==> config.mk <==
export PLATFORM = sky130hd
export DESIGN_NAME = prince_sbox_inv_sequencer_flat
export DESIGN_NICKNAME = d
export VERILOG_FILES = /design/src/rtl/prince_sbox_inv_sequencer_pkg.sv /design/src/rtl/prince_sbox_inv_sequencer_if.sv /design/src/rtl/prince_tag_pipe.sv /design/src/rtl/prince_sbox_inv_sequencer.sv /design/src/flat_wrapper.sv
export SDC_FILE = /design/constraint.sdc
export NUM_CORES = 1
export LEC_CHECK = 0
export ABC_CLOCK_PERIOD_IN_PS = 4000
export CELL_PAD_IN_SITES_DETAIL_PLACEMENT = 0
export CELL_PAD_IN_SITES_GLOBAL_PLACEMENT = 1
export CORE_MARGIN = 2
export CORE_UTILIZATION = 38
export CTS_CLUSTER_SIZE = 20
export DETAILED_ROUTE_END_ITERATION = 10
export GPL_TIMING_DRIVEN = 0
export PLACE_DENSITY_LB_ADDON = 0.05
export SYNTH_ARGS = -nofsm -noshare
export SYNTH_HDL_FRONTEND = slang
export SYNTH_SLANG_ARGS = --single-unit
==> constraint.sdc <==
create_clock -name clk -period 4 [get_ports clk]
set_clock_uncertainty 0.15 [all_clocks]
set_input_delay 0.8 -clock clk [delete_from_list [all_inputs] [get_ports clk]]
set_output_delay 0.8 -clock clk [all_outputs]
set_load 0.05 [all_outputs]
==> src/rtl/prince_sbox_inv_sequencer_pkg.sv <==
// Shared types and constants for the serial masked inverse S-box sequencer.
package prince_ctrl_pkg;

  localparam int unsigned SBOX_LAT = 3;   // issue -> sb_out* valid
  localparam int unsigned KLMN_LAT = 1;   // issue -> sb_klmn_out1 valid
  localparam int unsigned NIB      = 16;  // nibbles per 64-bit state
  localparam int unsigned RND_W    = 45;  // fresh randomness per nibble

  typedef enum logic [1:0] {
    IDLE,
    FEED,
    DRAIN
  } state_t;

  // One in-flight nibble: valid marks a real issue, idx is its slot in the state.
  typedef struct packed {
    logic       valid;
    logic [3:0] idx;
  } tag_t;

endpackage

==> src/rtl/prince_sbox_inv_sequencer_if.sv <==
// PRNG handshake plus the shared masked inverse S-box datapath bus.
interface prince_sbox_inv_sequencer_if;
  import prince_ctrl_pkg::*;

  logic [RND_W-1:0] rnd_data;
  logic             rnd_valid;
  logic             rnd_ready;
  logic [3:0]       sb_in1, sb_in2, sb_in3;
  logic [RND_W-1:0] sb_r;
  logic [1:0]       sb_rc;
  logic [3:0]       sb_klmn_in1;
  logic [5:0]       sb_klmn_in2;
  logic [5:0]       sb_klmn_out1;
  logic [3:0]       sb_out1, sb_out2, sb_out3;

  // Sequencer side.
  modport master (
    input  rnd_data, rnd_valid, sb_klmn_out1, sb_out1, sb_out2, sb_out3,
    output rnd_ready, sb_in1, sb_in2, sb_in3, sb_r, sb_rc, sb_klmn_in1, sb_klmn_in2
  );

  // PRNG / S-box side.
  modport slave (
    output rnd_data, rnd_valid, sb_klmn_out1, sb_out1, sb_out2, sb_out3,
    input  rnd_ready, sb_in1, sb_in2, sb_in3, sb_r, sb_rc, sb_klmn_in1, sb_klmn_in2
  );

endinterface

==> src/rtl/prince_tag_pipe.sv <==
// Valid/index shift register that follows nibbles through the S-box pipeline.
module prince_tag_pipe
  import prince_ctrl_pkg::*;
#(
  parameter int unsigned DEPTH = SBOX_LAT,
  parameter int unsigned TAP_A = KLMN_LAT
) (
  input  logic clk_i,
  input  logic rst_i,
  input  tag_t tag_i,
  output logic klmn_vld_o,
  output tag_t out_tap_o
);

  tag_t stage_q [1:DEPTH];

  // Stage k holds the tag issued k cycles ago; bubbles travel as valid=0.
  always_ff @(posedge clk_i) begin
    if (rst_i) begin
      for (int unsigned k = 1; k <= DEPTH; k++) stage_q[k] <= '0;
    end else begin
      stage_q[1] <= tag_i;
      for (int unsigned k = 2; k <= DEPTH; k++) stage_q[k] <= stage_q[k-1];
    end
  end

  assign klmn_vld_o = stage_q[TAP_A].valid;
  assign out_tap_o  = stage_q[DEPTH];

endmodule

==> src/rtl/prince_sbox_inv_sequencer.sv <==
// Serial controller feeding 16 masked nibbles through one shared inverse S-box.
module prince_sbox_inv_sequencer
  import prince_ctrl_pkg::*;
(
  input  logic        clk,
  input  logic        rst,
  input  logic        start,
  input  logic [1:0]  rc_cfg,
  input  logic [5:0]  klmn_seed,
  input  logic [63:0] st_in1,
  input  logic [63:0] st_in2,
  input  logic [63:0] st_in3,
  output logic        busy,
  output logic        done,
  output logic [63:0] st_out1,
  output logic [63:0] st_out2,
  output logic [63:0] st_out3,
  prince_sbox_inv_sequencer_if.master sb_bus
);

  state_t      state_q, state_d;
  logic [63:0] sh1_q, sh2_q, sh3_q;
  logic [1:0]  rc_q;
  logic [5:0]  klmn_q;
  logic [3:0]  iss_cnt_q;
  logic [4:0]  cap_cnt_q;
  logic [63:0] st_out1_q, st_out2_q, st_out3_q;
  logic        issue;
  logic        accept;
  logic        klmn_vld;
  tag_t        issue_tag;
  tag_t        out_tap;

  assign accept = (state_q == IDLE) && start;

  // Next-state and handshake decode; done is the DRAIN cycle that sees all captures.
  always_comb begin
    state_d = state_q;
    busy    = 1'b0;
    done    = 1'b0;
    issue   = 1'b0;
    case (state_q)
      IDLE: begin
        if (start) state_d = FEED;
      end
      FEED: begin
        busy  = 1'b1;
        issue = sb_bus.rnd_valid;
        if (issue && (iss_cnt_q == 4'(NIB - 1))) state_d = DRAIN;
      end
      DRAIN: begin
        if (cap_cnt_q == 5'(NIB)) begin
          done    = 1'b1;
          state_d = IDLE;
        end else begin
          busy = 1'b1;
        end
      end
      default: state_d = IDLE;
    endcase
  end

  assign sb_bus.rnd_ready   = issue;
  assign sb_bus.sb_in1      = issue ? sh1_q[{iss_cnt_q, 2'b00} +: 4] : '0;
  assign sb_bus.sb_in2      = issue ? sh2_q[{iss_cnt_q, 2'b00} +: 4] : '0;
  assign sb_bus.sb_in3      = issue ? sh3_q[{iss_cnt_q, 2'b00} +: 4] : '0;
  assign sb_bus.sb_r        = issue ? sb_bus.rnd_data : '0;
  assign sb_bus.sb_rc       = busy ? rc_q : '0;
  assign sb_bus.sb_klmn_in1 = klmn_q[3:0];
  assign sb_bus.sb_klmn_in2 = klmn_q;

  assign issue_tag = '{valid: issue, idx: iss_cnt_q};

  prince_tag_pipe #(
    .DEPTH (SBOX_LAT),
    .TAP_A (KLMN_LAT)
  ) u_tag_pipe (
    .clk_i      (clk),
    .rst_i      (rst),
    .tag_i      (issue_tag),
    .klmn_vld_o (klmn_vld),
    .out_tap_o  (out_tap)
  );

  // Control state: FSM, latched operands, counters and the klmn refresh chain.
  always_ff @(posedge clk) begin
    if (rst) begin
      state_q   <= IDLE;
      sh1_q     <= '0;
      sh2_q     <= '0;
      sh3_q     <= '0;
      rc_q      <= '0;
      klmn_q    <= '0;
      iss_cnt_q <= '0;
      cap_cnt_q <= '0;
    end else begin
      state_q <= state_d;
      if (accept) begin
        sh1_q     <= st_in1;
        sh2_q     <= st_in2;
        sh3_q     <= st_in3;
        rc_q      <= rc_cfg;
        klmn_q    <= klmn_seed;
        iss_cnt_q <= '0;
        cap_cnt_q <= '0;
      end else begin
        if (issue)         iss_cnt_q <= iss_cnt_q + 4'd1;
        if (out_tap.valid) cap_cnt_q <= cap_cnt_q + 5'd1;
        if (klmn_vld)      klmn_q    <= sb_bus.sb_klmn_out1;
      end
    end
  end

  // Write each returning nibble into its slot; untouched slots keep old contents.
  always_ff @(posedge clk) begin
    if (rst) begin
      st_out1_q <= '0;
      st_out2_q <= '0;
      st_out3_q <= '0;
    end else if (out_tap.valid) begin
      st_out1_q[{out_tap.idx, 2'b00} +: 4] <= sb_bus.sb_out1;
      st_out2_q[{out_tap.idx, 2'b00} +: 4] <= sb_bus.sb_out2;
      st_out3_q[{out_tap.idx, 2'b00} +: 4] <= sb_bus.sb_out3;
    end
  end

  assign st_out1 = st_out1_q;
  assign st_out2 = st_out2_q;
  assign st_out3 = st_out3_q;

endmodule

==> src/flat_wrapper.sv <==
// flat-port wrapper written by rule: the top's interface ports become plain ports
module prince_sbox_inv_sequencer_flat import prince_ctrl_pkg::*;
  (clk, rst, start, rc_cfg, klmn_seed, st_in1, st_in2, st_in3, busy, done, st_out1, st_out2, st_out3, sb_bus_rnd_data, sb_bus_rnd_valid, sb_bus_sb_klmn_out1, sb_bus_sb_out1, sb_bus_sb_out2, sb_bus_sb_out3, sb_bus_rnd_ready, sb_bus_sb_in1, sb_bus_sb_in2, sb_bus_sb_in3, sb_bus_sb_r, sb_bus_sb_rc, sb_bus_sb_klmn_in1, sb_bus_sb_klmn_in2);
  prince_sbox_inv_sequencer_if sb_bus_i ();
  input  logic clk;
  input  logic rst;
  input  logic start;
  input  logic [1:0] rc_cfg;
  input  logic [5:0] klmn_seed;
  input  logic [63:0] st_in1;
  input  logic [63:0] st_in2;
  input  logic [63:0] st_in3;
  output logic busy;
  output logic done;
  output logic [63:0] st_out1;
  output logic [63:0] st_out2;
  output logic [63:0] st_out3;
  input wire logic [$bits(sb_bus_i.rnd_data)-1:0] sb_bus_rnd_data;
  input wire logic [$bits(sb_bus_i.rnd_valid)-1:0] sb_bus_rnd_valid;
  input wire logic [$bits(sb_bus_i.sb_klmn_out1)-1:0] sb_bus_sb_klmn_out1;
  input wire logic [$bits(sb_bus_i.sb_out1)-1:0] sb_bus_sb_out1;
  input wire logic [$bits(sb_bus_i.sb_out2)-1:0] sb_bus_sb_out2;
  input wire logic [$bits(sb_bus_i.sb_out3)-1:0] sb_bus_sb_out3;
  output wire logic [$bits(sb_bus_i.rnd_ready)-1:0] sb_bus_rnd_ready;
  output wire logic [$bits(sb_bus_i.sb_in1)-1:0] sb_bus_sb_in1;
  output wire logic [$bits(sb_bus_i.sb_in2)-1:0] sb_bus_sb_in2;
  output wire logic [$bits(sb_bus_i.sb_in3)-1:0] sb_bus_sb_in3;
  output wire logic [$bits(sb_bus_i.sb_r)-1:0] sb_bus_sb_r;
  output wire logic [$bits(sb_bus_i.sb_rc)-1:0] sb_bus_sb_rc;
  output wire logic [$bits(sb_bus_i.sb_klmn_in1)-1:0] sb_bus_sb_klmn_in1;
  output wire logic [$bits(sb_bus_i.sb_klmn_in2)-1:0] sb_bus_sb_klmn_in2;
  assign sb_bus_i.rnd_data = sb_bus_rnd_data;
  assign sb_bus_i.rnd_valid = sb_bus_rnd_valid;
  assign sb_bus_i.sb_klmn_out1 = sb_bus_sb_klmn_out1;
  assign sb_bus_i.sb_out1 = sb_bus_sb_out1;
  assign sb_bus_i.sb_out2 = sb_bus_sb_out2;
  assign sb_bus_i.sb_out3 = sb_bus_sb_out3;
  assign sb_bus_rnd_ready = sb_bus_i.rnd_ready;
  assign sb_bus_sb_in1 = sb_bus_i.sb_in1;
  assign sb_bus_sb_in2 = sb_bus_i.sb_in2;
  assign sb_bus_sb_in3 = sb_bus_i.sb_in3;
  assign sb_bus_sb_r = sb_bus_i.sb_r;
  assign sb_bus_sb_rc = sb_bus_i.sb_rc;
  assign sb_bus_sb_klmn_in1 = sb_bus_i.sb_klmn_in1;
  assign sb_bus_sb_klmn_in2 = sb_bus_i.sb_klmn_in2;
  prince_sbox_inv_sequencer u_core (.clk(clk), .rst(rst), .start(start), .rc_cfg(rc_cfg), .klmn_seed(klmn_seed), .st_in1(st_in1), .st_in2(st_in2), .st_in3(st_in3), .busy(busy), .done(done), .st_out1(st_out1), .st_out2(st_out2), .st_out3(st_out3), .sb_bus(sb_bus_i));
endmodule
==> flow_summary.ini, run 1 <==
[status]
outcome = complete, no violations

[drt]
first_pass_iters = 5
wl_per_cell_um = 20.55
wl_met3_um = 4046
drtAntennaViolNets = 0
wl_met1_um = 27450
wl_um = 64010
highest-signal-layer = met5
via_count = 15550
met2_length_um = 30660
initialDrtViolationCount = 897
routed_via_density = 4.993
drc = 0

[final_layout]
final_core_util_pct = 55.55
fill_cells = 4222
nets = 2754
drive_above_1_share_pct = 6.770
final_area_um2 = 25160
area_growth_pct = 44.54
multi_input_area_um2 = 8388
seqCellArea_um2 = 8368

[logic_synthesis]
synth_edf_count = 0
postSynth.asyncResetShare_pct = 0
synth.most_common_cell = nand2_1
syn_area_per_cell_um2 = 9.160
ys_top_cells_by_area = dfxtp_1 (48%), mux2i_1 (12%), nand2_1 (9.1%), nand2b_1 (6.9%), a21oi_1 (5.6%)
yosys_warnings = 0
synth-seq-cells = 418
synth_common_cells = nand2_1 (421), dfxtp_1 (418), mux2i_1 (206), a21oi_1 (196), nand2b_1 (191)
yosys.area.top_type = dfxtp_1
syn-instance-count = 1900
synth_ff_type = dfxtp_1
netlist_area_um2 = 17400
ys_types = 37
synth_top_area_share_pct = 48.08
yosysSeqAreaShare_pct = 48.08
synthesis.nets = 2177

[place]
io_buffer_count = 529
placed_area_um2 = 23450
detailedPlacementHpwl_um = 49430
gp_congestion = 0.8577

[grt]
grt_pass1_wl_um = 94860
grt_pass1_vias = 15540
antenna_found_initial = 6
grt.overflow.total = 0
grt_usage_pct = 26.37
grt_max_degree = 14

[clocking]
numCtsBuffers = 46
cts_tree = yes
clockBufferDepth = 3
cts_num_sinks = 418
clk_pin_slew_worst_paths_ns = 0.06
post_cts_buffers = 0
cts_htree_levels = 2
clockRootBuffer = clkbuf_16
clk_latency_ns = 0.57

[power_and_ir_drop]
power_density_nw_per_um2 = 405.5
peakVddDrop_v = 0.0002566
swShare_pct = 25.82
leakage_uw = 0.01040
power.internal_uw = 7567
combPwrFrac_pct = 13.5
p_switching_uw = 2634
clkPwrFrac_pct = 43.1
p_total_uw = 10200
seqPwrFrac_pct = 43.3

[timing]
timing.final.crit_share_pct = 98.65
max_slew_margin_pct = 49.15
finalHoldViolCount = 0
clock.fmax_mhz = 253.4
worstMarginPinSlew_ns = 0.7627
rsz0062_at_grt = yes
period_needed_ns = 3.946
setup_viol = 0
final_max_slew_viol_count = 0

[floorplanning]
core-area_um2 = 45280
die_w_um = 218.0
dieArea_um2 = 47530
io-pin-count = 531
rows = 78
initial_core_util_pct = 38.43
chipHeight_um = 218.0

[critical_path]
crit_required_ns = 3.05
crit_path_end_kind = output pin
r2r_start = u_core.u_tag_pipe.stage_q[0][15]$_SDFF_PP0_
worstSetupStartpointType = flip-flop
critPathArrivalTime_ns = 3.00
worst-path-max-fanout = 10
path_class = reg -> out
crit_path_start = u_core.iss_cnt_q[2]$_SDFFE_PP0P_

[min_path]
hold_class = reg -> reg
min_from = u_core.u_tag_pipe.stage_q[0][8]$_SDFF_PP0_

[flow_run]
drv_cap = 0
[per-stage QoR]
step                      setup slack (ns)  cells  hold slack, ns  TNS (ns)
after global placement             -0.9295   3029          0.2670    -9.810
final                              0.05397   3114          0.2757         0
after CTS                        0.0001033   3111          0.2783         0
after global routing              -0.05700   3111          0.2944  -0.05700
after floorplan                     0.3028   1900          0.2638         0
after detailed placement           -0.9172   3029          0.2704    -9.734
[worst max-delay path: stages (launching register included)]
cell             delay (ns)
dfxtp_1                0.37
clkbuf_2               0.32
clkdlybuf4s15_2        0.58
mux2i_1                0.19
o21ai_0                0.37
dlygate4sd2_1          0.59
[cell usage in the layout, fill, tap and decap left out, types with 27 or more instances in the layout]
| cell type | instances |
|---|---|
| clkdlybuf4s50_1 | 476 |
| nand2_1 | 421 |
| dfxtp_1 | 418 |
| mux2i_1 | 206 |
| a21oi_1 | 196 |
| nand2b_1 | 191 |
| clkbuf_1 | 111 |
| and3_1 | 49 |
| clkbuf_16 | 47 |
| nor2_1 | 44 |
| mux4_2 | 38 |
| dlymetal6s2s_1 | 38 |
| o21ai_0 | 29 |
| buf_2 | 27 |
| nand3_1 | 27 |
[power groups by stage]
stage                     logic (uW)  registers (uW)  clock network, uW
final                           1380            4420               4400
after CTS                       1380            4420               4470
after global routing            1490            4440               4650
after detailed placement        1380            4510                  0
after floorplan                  719            4510                  0
after global placement          1370            4500                  0
[layout make-up]
cell class | instances | area share [%]
Multi-Input combinational cell | 1319 | 33.34
Clock buffer | 71 | 5.551
Sequential cell | 418 | 33.27
Clock inverter | 11 | 0.6516
Buffer | 155 | 2.746
Antenna cell | 3 | 0.02984
Timing Repair Buffer | 529 | 21.31
Tap cell | 600 | 2.984
Inverter | 8 | 0.1194
[final timing paths]
path	to	slack (ns)	cells past startpoint
worst max-delay path	sb_bus_sb_in3[3]	0.05	5
worst min register to register	u_core.u_tag_pipe.stage_q[0][13]$_SDFF_PP0_	0.28	1
worst min-delay path	u_core.u_tag_pipe.stage_q[0][13]$_SDFF_PP0_	0.28	1
worst max register to register	u_core.st_out3[38]$_SDFFE_PP0P_	1.15	8
[layer usage]
metal | vias up | global-route usage [%]
met2 | 465 | 44.42
met5 | - | 0
met1 | 7418 | 33.70
met3 | 109 | 5.718
met4 | 6 | 8.027
li1 | 7550 | -
[registers in the layout, summed over array words and instances, names as in the netlist]
signal and flops:
u_core.cap_cnt_q 5, u_core.iss_cnt_q 4, u_core.rc_q 2, u_core.sb_bus.sb_klmn_in2 6, u_core.sh1_q 64, u_core.sh2_q 64, u_core.sh3_q 64, u_core.st_out1 64
u_core.st_out2 64, u_core.st_out3 64, u_core.state_q 2, u_core.u_tag_pipe.stage_q 15
[logic make-up after synthesis]
kind of cell,Yosys count,synth area share (%)
adders and majority gates,10,0.7189
and+or+nand+nor,788,21.76
AOI/OAI and AO/OA,268,8.325
xor gates and xnor gates,9,0.4529
muxes,244,16.76
buffers and inverters,163,3.896
DFF,418,48.08
[timing repair]
action                     in CTS  in global routing
resized for setup              61                 66
hold buffers                    0                  0
pin swaps                       0                  0
setup endpoints to repair      17                 50
cloned                          0                  0
hold endpoints to repair        0                  0
(Power assumes the default switching activity.)
==> run 2, diff against run 1 <==
Settings changed: ABC_AREA set to 1, CORE_UTILIZATION 38 to 36.
==> flow_summary.ini, run 2 <==
[grt]
grt_usage_pct = 27.69
use_met2_pct = 48.34
grt_pass1_wl_um = 109800
antenna_found_initial = 6
grt.overflow.total = 0
grt_max_degree = 14
gr-usage-met1_pct = 34.02
use_met3_pct = 3.909
grt_pass1_vias = 18430
grt.busiest_layer = met2

[timing]
final_max_slew_viol_count = 0
max_slew_margin_pct = 38.15
setup_viol = 0
finalHoldViolCount = 0
holdWs_ns = 0.2494
clock.fmax_mhz = 255.3
worstMarginPinSlew_ns = 0.9278
period_needed_ns = 3.917
timing.final.crit_share_pct = 97.93
final.setup.worst_slack_ns = 0.08297
rsz0062_at_grt = yes

[floorplanning]
dieArea_um2 = 51860
initial_core_util_pct = 36.66
core-area_um2 = 49150
rows = 81
die_w_um = 227.7
chipHeight_um = 227.7
io-pin-count = 531

[clocking]
cts_num_sinks = 418
cts_htree_levels = 2
clk_pin_slew_worst_paths_ns = 0.06
clockRootBuffer = clkbuf_16
post_cts_buffers = 0
cts_tree = yes
numCtsBuffers = 47
clk_latency_ns = 0.59
clockBufferDepth = 3

[critical_path]
path_class = in -> out
timing.rr.end = u_core.st_out2[23]$_SDFFE_PP0P_
r2r_setup_slack_ns = 0.95
crit_path_end_kind = output pin
worstSetupStartpointType = input pin
reg2regPathDepth = 9
crit_required_ns = 3.05
crit_path_start = sb_bus_rnd_valid
worst-path-max-fanout = 10
critPathArrivalTime_ns = 2.97
critPathCapture = sb_bus_sb_r[44]
r2r_start = u_core.u_tag_pipe.stage_q[0][15]$_SDFF_PP0_

[drt]
via_count = 19080
first_pass_iters = 5
initialDrtViolationCount = 1482
drtAntennaViolNets = 0
wl_per_cell_um = 19.04
routed_via_density = 4.860
drc = 0
wl_um = 74720

[final_layout]
drive_above_1_share_pct = 5.375
nets = 3496
final_common_cell = nor2_1
area_growth_pct = 43.05
final_cell_mix = nor2_1 (555), clkdlybuf4s50_1 (501), nand2_1 (456), dfxtp_1 (418), inv_1 (282)
final_core_util_pct = 52.44

[place]
io_buffer_count = 522
detailedPlacementHpwl_um = 59160
dp_slack_ns = -0.2361
gp_congestion = 0.9106

[power_and_ir_drop]
p_switching_uw = 4458
power.internal_uw = 8821
combPwrFrac_pct = 26.8
leakage_uw = 0.01071
peakVddDrop_v = 0.0003015
seqPwrFrac_pct = 37.5
swShare_pct = 33.57
clkPwrFrac_pct = 35.7
power_density_nw_per_um2 = 515.1

[logic_synthesis]
yosys.area.top_type = dfxtp_1
synth-seq-cells = 418
synth_edf_count = 0
ys_types = 34
synth_common_cells = nor2_1 (555), nand2_1 (456), dfxtp_1 (418), inv_1 (282), o21ai_0 (269)
syn_area_per_cell_um2 = 6.802
postSynth.asyncResetShare_pct = 0
synth_top_area_share_pct = 46.44
yosysSeqAreaShare_pct = 46.44
synth_ff_type = dfxtp_1
synth.most_common_cell = nor2_1
syn-instance-count = 2649
ys_top_cells_by_area = dfxtp_1 (46%), nor2_1 (12%), nand2_1 (9.5%), o21ai_0 (7.5%), a21oi_1 (6.8%)
yosys_warnings = 0
netlist_area_um2 = 18020
synthesis.nets = 2926

[min_path]
hold_class = reg -> reg

[flow_run]
drv_cap = 0

[status]
outcome = complete, no violations
-- run 2: cell types whose count changed in the layout (fill, tap and decap cells not counted), sizes merged, moves of 25 or more --
cell	previous run	this run
inv	9	287
nand2b	191	0
o21ai	36	271
nor2	44	563
dlymetal6s2s	38	7
a21oi	196	246
mux2i	206	0
clkdlybuf4s50	476	501
nand2	421	465
and3	49	0
nand3	27	149
mux4	38	0
-- run 2: power by group through the flow --
stage / combinational (uW) / sequential, uW / clock, uW
after detailed placement: 3550 / 5070 / 0
final: 3560 / 4990 / 4740
after global placement: 3510 / 5050 / 0
after floorplan: 2150 / 5080 / 0
after CTS: 3560 / 4980 / 4800
after global routing: 3920 / 5040 / 4970
-- run 2: kinds of logic (layout without fill, tap and decap cells) --
group                      after synthesis  in the layout  synth area share, %
adders and majority gates               10             10               0.6943
xor gates and xnor gates                 1              1              0.04861
and+or+nand+nor                       1223           1223                27.71
DFF                                    418            418                46.44
buffers and inverters                  476           1083                10.57
other                                    0              5                    0
AOI/OAI and AO/OA                      521            521                14.54
-- run 2: what timing repair did --
| item | 4_1_cts | 5_1_grt |
|---|---|---|
| endpoints found under the setup margin | 17 | 18 |
| gates resized for setup | 34 | 25 |
| hold buffers | 0 | 0 |
-- run 2: metrics by stage --
step / std cells / setup TNS (ns) / instance area (um2) / power, uW
finish: 3925 / 0 / 25780 / 13280
global route: 3925 / -0.05756 / 25780 / 13920
CTS: 3920 / 0 / 25770 / 13340
detailed placement: 3835 / -1.994 / 24080 / 8617
global placement: 3835 / -1.877 / 24080 / 8567
floorplan: 2649 / 0 / 18020 / 7230
-- run 2: layout make-up --
cell class / instances / area (um2)
fillers: 4941 / 23380
flip-flops and latches: 418 / 8368
multi-input cells: 1755 / 7751
repair buffers: 522 / 5200
clock buffers: 72 / 1433
inverters: 289 / 1099
well taps: 664 / 830.8
plain buffers: 186 / 820.8
clock inverters: 14 / 262.8
diodes: 5 / 12.51
-- run 2: how the worst min path moves through the flow --
stage	startpoint	to	cells after the start
after global placement	u_core.u_tag_pipe.stage_q[0][12]$_SDFF_PP0_	u_core.u_tag_pipe.stage_q[0][17]$_SDFF_PP0_	2
after CTS	u_core.u_tag_pipe.stage_q[0][8]$_SDFF_PP0_	u_core.u_tag_pipe.stage_q[0][13]$_SDFF_PP0_	2
after detailed placement	u_core.u_tag_pipe.stage_q[0][8]$_SDFF_PP0_	u_core.u_tag_pipe.stage_q[0][13]$_SDFF_PP0_	2
after floorplan	u_core.u_tag_pipe.stage_q[0][5]$_SDFF_PP0_	u_core.u_tag_pipe.stage_q[0][10]$_SDFF_PP0_	2
final	u_core.u_tag_pipe.stage_q[0][8]$_SDFF_PP0_	u_core.u_tag_pipe.stage_q[0][13]$_SDFF_PP0_	2
after global routing	u_core.u_tag_pipe.stage_q[0][12]$_SDFF_PP0_	u_core.u_tag_pipe.stage_q[0][17]$_SDFF_PP0_	2
-- run 2: metal layers --
metal / vias to the layer above / part of all wire (%) / wire (um)
met3: 134 / 5.6 / 4200
met4: 0 / 3.8 / 2871
met1: 8795 / 42 / 31200
met5: - / 0 / 0
li1: 9473 / - / -
met2: 673 / 49 / 36450
-- run 2: critical path, stage by stage --
cell and delay, ns:
clkdlybuf4s50_1 0.49, nand2_1 0.29, clkbuf_2 0.38, nor2_1 0.17, clkdlybuf4s50_1 0.82
==> run 3, diff against run 2 <==
Settings changed: GPL_ROUTABILITY_DRIVEN set to 0, TNS_END_PERCENT set to 20.
==> flow_summary.ini, run 3 (synthesized netlist as in run 2, its figures left out) <==
[status]
outcome = complete, no violations

[timing]
rsz0062_at_grt = yes
finalHoldViolCount = 0
worstMarginPinSlew_ns = 0.9829
final_max_slew_viol_count = 0
setup_viol = 0
final.setup.worst_slack_ns = 0.09766
clock.fmax_mhz = 256.3
period_needed_ns = 3.902
timing.final.crit_share_pct = 97.56
max_slew_margin_pct = 34.48

[critical_path]
critical_path_buf_inv_count = 3
critical_path.slowest_cell = clkdlybuf4s50_1
worst-path-max-fanout = 10
path_cells = clkdlybuf4s50_1 > nand2_1 > clkbuf_2 > nor2_1 > clkdlybuf4s50_1
crit_path_end_kind = output pin
worstSetupStartpointType = input pin
crit_required_ns = 3.05
critPathArrivalTime_ns = 2.95
path_class = in -> out
cp_common_cell = clkdlybuf4s50_1
cp_top_family = buffers and inverters
critPathMaxStageDelay_ns = 0.81

[power_and_ir_drop]
peakVddDrop_v = 0.0002739
p_total_uw = 12790
swShare_pct = 34.51
leakage_uw = 0.01056
clkPwrFrac_pct = 33.4
seqPwrFrac_pct = 38.9
combPwrFrac_pct = 27.7
p_switching_uw = 4416
power_density_nw_per_um2 = 499.2
power.internal_uw = 8379

[final_layout]
area_growth_pct = 42.23
final_cell_mix = nor2_1 (555), clkdlybuf4s50_1 (505), nand2_1 (456), dfxtp_1 (418), inv_1 (282)
final_common_cell = nor2_1
final_core_util_pct = 52.14
multi_input_area_um2 = 7747
fill_cells = 4976
nets = 3497
drive_above_1_share_pct = 5.373
seqCellArea_um2 = 8368

[clocking]
clockRootBuffer = clkbuf_16
cts_htree_levels = 2
cts_tree = yes
cts_hold_buffers = 0
clk_latency_ns = 0.59
post_cts_buffers = 0
clockBufferDepth = 3
cts-resized-gates = 41
cts_num_sinks = 418
numCtsBuffers = 47
clk_pin_slew_worst_paths_ns = 0.06

[floorplanning]
io-pin-count = 531
rows = 81
initial_core_util_pct = 36.66
core-area_um2 = 49150
die_w_um = 227.7
dieArea_um2 = 51860
chipHeight_um = 227.7

[drt]
wl_met3_um = 4159
wl_per_cell_um = 18.79
via_count = 19040
highest-signal-layer = met4
routed_via_density = 4.851
first_pass_iters = 5
drc = 0
wl_met1_um = 30570
initialDrtViolationCount = 1180
drtAntennaViolNets = 0
met2_length_um = 36560
wl_um = 73740

[grt]
grt_max_degree = 13
grt_usage_pct = 27.35
grt_pass1_wl_um = 108900
grt.overflow.total = 0
antenna_found_initial = 3
grt_pass1_vias = 18460

[place]
dp_slack_ns = -0.2161
io_buffer_count = 522
detailedPlacementHpwl_um = 58160

[min_path]
hold_class = reg -> reg

[flow_run]
drv_cap = 0
[run 3: cell types whose count changed in the layout (fill, tap and decap cells not counted), sizes merged]
cell           before  now
clkdlybuf4s50     501  505
clkinv              7   14
clkbuf            196  194
diode               5    3
dlygate4sd2         4    2
clkinvlp            1    0
clkdlybuf4s15       2   10
bufinv              8    1
buf                70   68
dlymetal6s2s        7    3
[run 3: worst min-delay path, stage by stage (launching register included)]
cell	delay, ns
dfxtp_1	0.29
inv_1	0.04
nor2_1	0.03
[run 3: final cells by class]
type,count,share of cell area (%)
inverters,289,4.286
clock buffers,73,5.604
repair buffers,522,20.41
flip-flops and latches,418,32.65
well taps,664,3.242
plain buffers,187,3.227
diodes,3,0.02929
clock inverters,13,0.3271
multi-input cells,1755,30.23
[run 3: final timing paths]
| path | endpoint | startpoint | slack [ns] | depth (start not counted) |
|---|---|---|---|---|
| hold reg to reg | u_core.u_tag_pipe.stage_q[0][13]$_SDFF_PP0_ | u_core.u_tag_pipe.stage_q[0][8]$_SDFF_PP0_ | 0.25 | 2 |
| hold / removal | u_core.u_tag_pipe.stage_q[0][13]$_SDFF_PP0_ | u_core.u_tag_pipe.stage_q[0][8]$_SDFF_PP0_ | 0.25 | 2 |
| setup reg to reg | u_core.st_out2[63]$_SDFFE_PP0P_ | u_core.u_tag_pipe.stage_q[0][15]$_SDFF_PP0_ | 0.97 | 8 |
| setup / recovery | sb_bus_sb_r[1] | sb_bus_rnd_valid | 0.1 | 5 |
[run 3: per-layer routing]
metal / track usage, % / vias up
met3: 3.721 / 112
met5: 0 / -
met2: 49.01 / 633
met1: 33.01 / 8814
li1: - / 9478
met4: 10.69 / 0
[run 3: power groups by stage]
stage	sequential [uW]	clock, uW	combinational [uW]
2_1_floorplan	5080	0	2150
3_3_place_gp	5050	0	3500
3_5_place_dp	5070	0	3540
4_1_cts	4980	4340	3550
5_1_grt	5030	4490	3920
6_report	4980	4270	3540
[run 3: per-stage QoR]
stage	TNS (ns)	instances	instance area [um2]	hold WS [ns]
floorplan	0	2649	18020	0.2383
global placement	-1.447	3835	24080	0.2444
detailed placement	-1.649	3835	24080	0.2450
CTS	-0.1229	3921	25610	0.2533
global route	-0.05681	3924	25630	0.2782
finish	0	3924	25630	0.2491
